`src/rtl/mem_pkg.sv`:
```
// Shared encodings and stage-B payload for the memory access unit.
package mem_pkg;

  localparam int unsigned WORD_W      = 32;
  localparam int unsigned WADDR_MAX_W = 30;

  localparam logic [1:0] SIZE_B = 2'd0;
  localparam logic [1:0] SIZE_H = 2'd1;
  localparam logic [1:0] SIZE_W = 2'd2;

  // Request as held between the BRAM read and the response register.
  // The word address is stored at its widest legal width.
  typedef struct packed {
    logic                   we;
    logic [1:0]             size;
    logic                   is_unsigned;
    logic [1:0]             offset;
    logic [WADDR_MAX_W-1:0] waddr;
    logic [WORD_W-1:0]      wdata;
    logic                   err;
  } stage_b_t;

  // Sub-word accesses must be naturally aligned; size 3 is always rejected.
  function automatic logic is_misaligned(input logic [1:0] size, input logic [1:0] offset);
    return ((size == SIZE_H) && offset[0]) ||
           ((size == SIZE_W) && (offset != 2'b00)) ||
           (size == 2'd3);
  endfunction

endpackage

```
`src/rtl/lane_merge_extract.sv`:
```
// Byte/halfword lane insertion for stores and lane extraction for loads.
module lane_merge_extract
  import mem_pkg::*;
(
  input  logic [WORD_W-1:0] base,
  input  logic [1:0]        offset,
  input  logic [1:0]        size,
  input  logic              is_unsigned,
  input  logic [WORD_W-1:0] wdata,
  output logic [WORD_W-1:0] merged,
  output logic [WORD_W-1:0] load_data
);

  logic [7:0]  byte_sel;
  logic [15:0] half_sel;

  // Replace the addressed lane(s) of base for stores; pick and extend them for loads.
  always_comb begin
    merged    = base;
    load_data = '0;
    byte_sel  = base[{offset, 3'b000} +: 8];
    half_sel  = offset[1] ? base[31:16] : base[15:0];
    case (size)
      SIZE_B: begin
        merged[{offset, 3'b000} +: 8] = wdata[7:0];
        load_data = is_unsigned ? {24'd0, byte_sel} : {{24{byte_sel[7]}}, byte_sel};
      end
      SIZE_H: begin
        merged[{offset[1], 4'b0000} +: 16] = wdata[15:0];
        load_data = is_unsigned ? {16'd0, half_sel} : {{16{half_sel[15]}}, half_sel};
      end
      SIZE_W: begin
        merged    = wdata;
        load_data = base;
      end
      default: begin
        merged    = base;
        load_data = '0;
      end
    endcase
  end

endmodule

```
`src/rtl/mem_access_unit.sv`:
```
// Load/store front end for a dual-port BRAM: reads on port 0, read-modify-write
// stores on port 1, with last-write forwarding for back-to-back coherence.
module mem_access_unit
  import mem_pkg::*;
#(
  parameter int unsigned ADDR_WIDTH = 8
) (
  input  logic                  clk,
  input  logic                  rstn,
  input  logic                  req_valid,
  output logic                  req_ready,
  input  logic                  req_we,
  input  logic [1:0]            req_size,
  input  logic                  req_unsigned,
  input  logic [ADDR_WIDTH+1:0] req_addr,
  input  logic [31:0]           req_wdata,
  output logic                  resp_valid,
  output logic                  resp_err,
  output logic [31:0]           resp_rdata,
  output logic [ADDR_WIDTH-1:0] ram_addr0,
  output logic                  ram_en0,
  input  logic [31:0]           ram_rdata0,
  output logic [ADDR_WIDTH-1:0] ram_addr1,
  output logic                  ram_en1,
  output logic                  ram_we1,
  output logic [31:0]           ram_wdata1
);

  localparam int unsigned BA_W = ADDR_WIDTH + 2;

  logic                  ready_q;
  logic                  b_valid_q;
  stage_b_t              b_q;
  logic                  lw_valid_q;
  logic [ADDR_WIDTH-1:0] lw_addr_q;
  logic [WORD_W-1:0]     lw_data_q;
  logic                  resp_valid_q;
  logic                  resp_err_q;
  logic [WORD_W-1:0]     resp_rdata_q;

  logic                  fire;
  logic                  wr_ok;
  logic [WORD_W-1:0]     base;
  logic [WORD_W-1:0]     merged;
  logic [WORD_W-1:0]     load_data;

  // Stage A: issue the port-0 read for every accepted request.
  always_comb begin
    req_ready = rstn & ready_q;
    fire      = req_valid & req_ready;
    ram_en0   = fire;
    ram_addr0 = rstn ? req_addr[BA_W-1:2] : '0;
  end

  // Stage B: pick forwarded data over the BRAM when the last write hit this word.
  always_comb begin
    base = ram_rdata0;
    if (lw_valid_q && (WADDR_MAX_W'(lw_addr_q) == b_q.waddr)) begin
      base = lw_data_q;
    end
  end

  lane_merge_extract u_lane (
    .base        (base),
    .offset      (b_q.offset),
    .size        (b_q.size),
    .is_unsigned (b_q.is_unsigned),
    .wdata       (b_q.wdata),
    .merged      (merged),
    .load_data   (load_data)
  );

  // Stage B: write the merged word back on port 1; suppressed during reset.
  always_comb begin
    wr_ok      = rstn & b_valid_q & b_q.we & ~b_q.err;
    ram_en1    = wr_ok;
    ram_we1    = wr_ok;
    ram_addr1  = wr_ok ? ADDR_WIDTH'(b_q.waddr) : '0;
    ram_wdata1 = wr_ok ? merged : '0;
  end

  // Response outputs are held at zero while reset is asserted.
  always_comb begin
    resp_valid = rstn & resp_valid_q;
    resp_err   = rstn & resp_err_q;
    resp_rdata = rstn ? resp_rdata_q : '0;
  end

  // Pipeline, last-write and response registers.
  always_ff @(posedge clk) begin
    if (!rstn) begin
      ready_q      <= 1'b0;
      b_valid_q    <= 1'b0;
      b_q          <= '0;
      lw_valid_q   <= 1'b0;
      lw_addr_q    <= '0;
      lw_data_q    <= '0;
      resp_valid_q <= 1'b0;
      resp_err_q   <= 1'b0;
      resp_rdata_q <= '0;
    end else begin
      ready_q           <= 1'b1;
      b_valid_q         <= fire;
      b_q.we            <= req_we;
      b_q.size          <= req_size;
      b_q.is_unsigned   <= req_unsigned;
      b_q.offset        <= req_addr[1:0];
      b_q.waddr         <= WADDR_MAX_W'(req_addr[BA_W-1:2]);
      b_q.wdata         <= req_wdata;
      b_q.err           <= is_misaligned(req_size, req_addr[1:0]);
      lw_valid_q        <= ram_we1;
      lw_addr_q         <= ram_addr1;
      lw_data_q         <= ram_wdata1;
      resp_valid_q      <= b_valid_q;
      resp_err_q        <= b_valid_q & b_q.err;
      resp_rdata_q      <= (b_valid_q & ~b_q.we & ~b_q.err) ? load_data : '0;
    end
  end

endmodule

```
`config.mk`:
```
export PLATFORM = sky130hd
export DESIGN_NAME = mem_access_unit
export DESIGN_NICKNAME = d
export VERILOG_FILES = /design/src/rtl/mem_pkg.sv /design/src/rtl/lane_merge_extract.sv /design/src/rtl/mem_access_unit.sv
export SDC_FILE = /design/constraint.sdc
export NUM_CORES = 1
export LEC_CHECK = 0
export ABC_AREA = 1
export CAP_MARGIN = 10
export CORE_ASPECT_RATIO = 1.75
export CORE_MARGIN = 3
export CORE_UTILIZATION = 51
export CTS_CLUSTER_DIAMETER = 50
export DETAILED_ROUTE_END_ITERATION = 7
export GPL_TIMING_DRIVEN = 0
export HOLD_SLACK_MARGIN = 0.03
export PLACE_DENSITY_LB_ADDON = 0.12
export SLEW_MARGIN = 25
export SYNTH_ARGS = -nofsm -noshare
export SYNTH_HDL_FRONTEND = slang
export SYNTH_SLANG_ARGS = --single-unit
```
`constraint.sdc`:
```
create_clock -name clk -period 3.9 [get_ports clk]
set_input_delay 0.975 -clock clk [delete_from_list [all_inputs] [get_ports clk]]
set_output_delay 0.975 -clock clk [all_outputs]
set_load 0.02 [all_outputs]
```
==> flow_summary.ini <==
[status]
status = complete, no violations

[worst_setup_path]
r2r_slack_ps = 1600
arrival_ps = 2840
crit_fanout = 10
cp.required_ps = 2920
cp-end-kind = output port
critical_path_class = input port to output port
cp-start-kind = input port

[cells_and_area]
nets = 1430
layout-drive-gt1-share = 0.1351
fin_util = 0.7109
syn2layout_area_growth_pct = 35.77
finalNonFillerCells = 1532
n_antenna_cell = 0

[clocking]
cts_tree = yes
htreeDepth = 4
ctsLongestPathBuffers = 2
clkLatencyLatePin_ps = 430
root_buffer = clkbuf_16
hold_buffers = 0
cts_sinks = 124
numCtsBuffers = 17
path_clk_slew_ps = 60

[worst_hold_path]
hold_class = flop to flop

[sta]
rsz0062_at_grt = yes
final.min_clock_period_ps = 3813
fmax_ghz = 0.2623
period_share = 0.9776
setup_violations = 0
hold_violations = 0
maxSlewHeadroom = 0.4556
worstMarginPinSlew_ps = 810.4
report.final.slew_viol_count = 0
skew_ps = 9.449

[yosys]
synth_compound_area_frac = 0.1729
seq_area_frac_synth = 0.3409
avgSynthCellArea_um2 = 6.299
mappedNetlistArea_um2 = 7282
synth.distinct_cells = 35
synthSimpleGateAreaFrac = 0.3141
synth_top_family_by_area = simple AND/OR/NAND/NOR gates
netlist_instances = 1156
yosysWarnings = 0
synth_xor_area_frac = 0
synth_fp_nets = 1242
synthAdderAreaFrac = 0.008591
synthMuxAreaShare = 0
postSynthRegisterBits = 124

[global_route]
grt_pass1_vias = 7688
track_usage = 0.3385
grt_pass1_wl_um = 39650
overflow = 0
antenna_found_initial = 0
grt_max_degree = 17

[floorplanning]
row_count = 57
chipHeight_um = 164.1
die-area_um2 = 15800
core_area_um2 = 13910
die_w_um = 96.33
io_pins = 167
initial_core_util = 0.5236

[detailed_routing]
drt-wirelength-per-cell_um = 17.14
final_antenna_net_count = 0
drc_errors = 0
num_vias = 8151
wirelength_um = 26260
vias_per_cell = 5.320
drt_iter0_drc = 591
firstDrtPassIters = 5

[pwr]
power_per_cell_area_nw_per_um2 = 354.1
ir_worst_vdd_mv = 0.2842
p_leak_nw = 5.539

[placed_design]
port_buffers = 166
dpl.cell_count = 1499
dp_hpwl_um = 20610
place.gp.congestion = 1.008

[flow_run]
cap_viol_max_count = 0
[synthesized netlist by cell type]
master	n	area share
nand2_4	1	0.0015
a22oi_1	1	0.0010
buf_2	4	0.0027
nor3_1	3	0.0021
nor2_4	2	0.0031
nand3b_1	1	0.0010
o211ai_1	24	0.025
nand2_2	7	0.0060
clkbuf_1	40	0.021
nor2_1	61	0.031
nand4_1	1	0.00086
a21oi_1	16	0.011
a31o_2	1	0.0012
nand3_2	3	0.0041
o21ai_2	21	0.025
buf_4	2	0.0021
buf_1	10	0.0052
o31ai_1	10	0.010
and2_1	1	0.00086
nor2_8	1	0.0027
nand3_4	2	0.0048
a21oi_2	21	0.025
inv_2	7	0.0036
buf_6	6	0.0093
inv_1	229	0.12
o21ai_1	1	0.00069
ha_1	5	0.0086
o21ai_0	78	0.054
a31oi_1	23	0.020
nand3_1	131	0.090
nor2_2	2	0.0017
nand2_1	312	0.16
nand4_4	1	0.0029
dfxtp_1	124	0.34
clkinv_1	4	0.0021
[cells in the final DEF (no fill, tap or decap), drive strengths merged, types with 2 or more instances in the layout]
master / instances
nand2: 320
nor3: 3
clkdlybuf4s15: 6
clkdlybuf4s50: 105
nor2: 66
dlygate4sd2: 13
clkinv: 9
buf: 29
a31oi: 23
clkinvlp: 4
bufinv: 3
dlymetal6s2s: 17
dfxtp: 124
clkbuf: 80
inv: 235
o21ai: 100
ha: 5
o31ai: 10
nand3: 136
o211ai: 24
a21oi: 37
nand4: 2
[final cells by class]
type,count,area (µm²)
buffer,60,347.8
tap,177,221.5
clock inverter,11,146.4
multi-input combinational,730,3741
fill,1221,4020
inverter,240,908.4
clock buffer,19,432.9
timing repair buffer,171,1605
sequential,124,2484
[worst max-delay path, cell delays in order]
cell and delay [ps]:
clkdlybuf4s50_1 500, clkbuf_4 230, buf_4 220, clkbuf_4 210, nand2_1 60, inv_1 50, clkdlybuf4s50_1 590
[sequential cells by signal, indices dropped and copies added, names as in the netlist]
name / cells
resp_err_q: 1
resp_valid_q: 1
ready_q: 1
resp_rdata_q: 32
b_valid_q: 1
lw_data_q: 32
b_q: 47
lw_addr_q: 8
lw_valid_q: 1
[per-layer routing]
layer,vias up,track usage,wire (µm)
met5,-,0,0
met4,0,0.2292,1873
met3,96,0.06783,1662
met2,378,0.6024,13560
met1,3675,0.3442,9156
li1,4002,-,-
[power breakdown]
group | internal [mW] | total [mW] | switching [mW]
sequential | 1.30 | 1.32 | 0.0189
combinational | 0.219 | 0.582 | 0.364
clock | 0.996 | 1.60 | 0.603
total | 2.52 | 3.50 | 0.985
[logic make-up after synthesis]
logic type	count (synthesis)
fa+ha+maj	5
buf+inv	302
flops	124
compound gates	196
simple gates	529
[stage by stage]
step / hold WS (ps) / setup slack, ps / area [µm²] / power [mW] / setup TNS [ps]
floorplan: 424.1 / 499.4 / 7282 / 1.665 / 0
global placement: 437.1 / -982.9 / 9165 / 1.882 / -52800
detailed placement: 444.4 / -972.8 / 9165 / 1.890 / -53440
CTS: 465.9 / 6.611 / 9823 / 3.469 / 0
global route: 486.9 / -10.35 / 9887 / 3.615 / -27.76
finish: 466.8 / 87.44 / 9887 / 3.501 / 0
[path summary, 6_finish.rpt]
path	start	to	depth (start not counted)
max	rstn	resp_rdata[12]	7
max reg2reg	b_q[36]$_SDFF_PN0_	lw_data_q[27]$_SDFF_PN0_	14
min	b_q[38]$_SDFF_PN0_	lw_addr_q[5]$_SDFF_PN0_	2
min reg2reg	b_q[38]$_SDFF_PN0_	lw_addr_q[5]$_SDFF_PN0_	2
[what timing repair did]
item / CTS / global route
endpoints found under the hold margin: 0 / 0
pin swaps: 1 / 0
gates resized for setup: 97 / 106
endpoints found under the setup margin: 86 / 60
setup buffers: 5 / 0
Power figures use the tool's default switching activity.
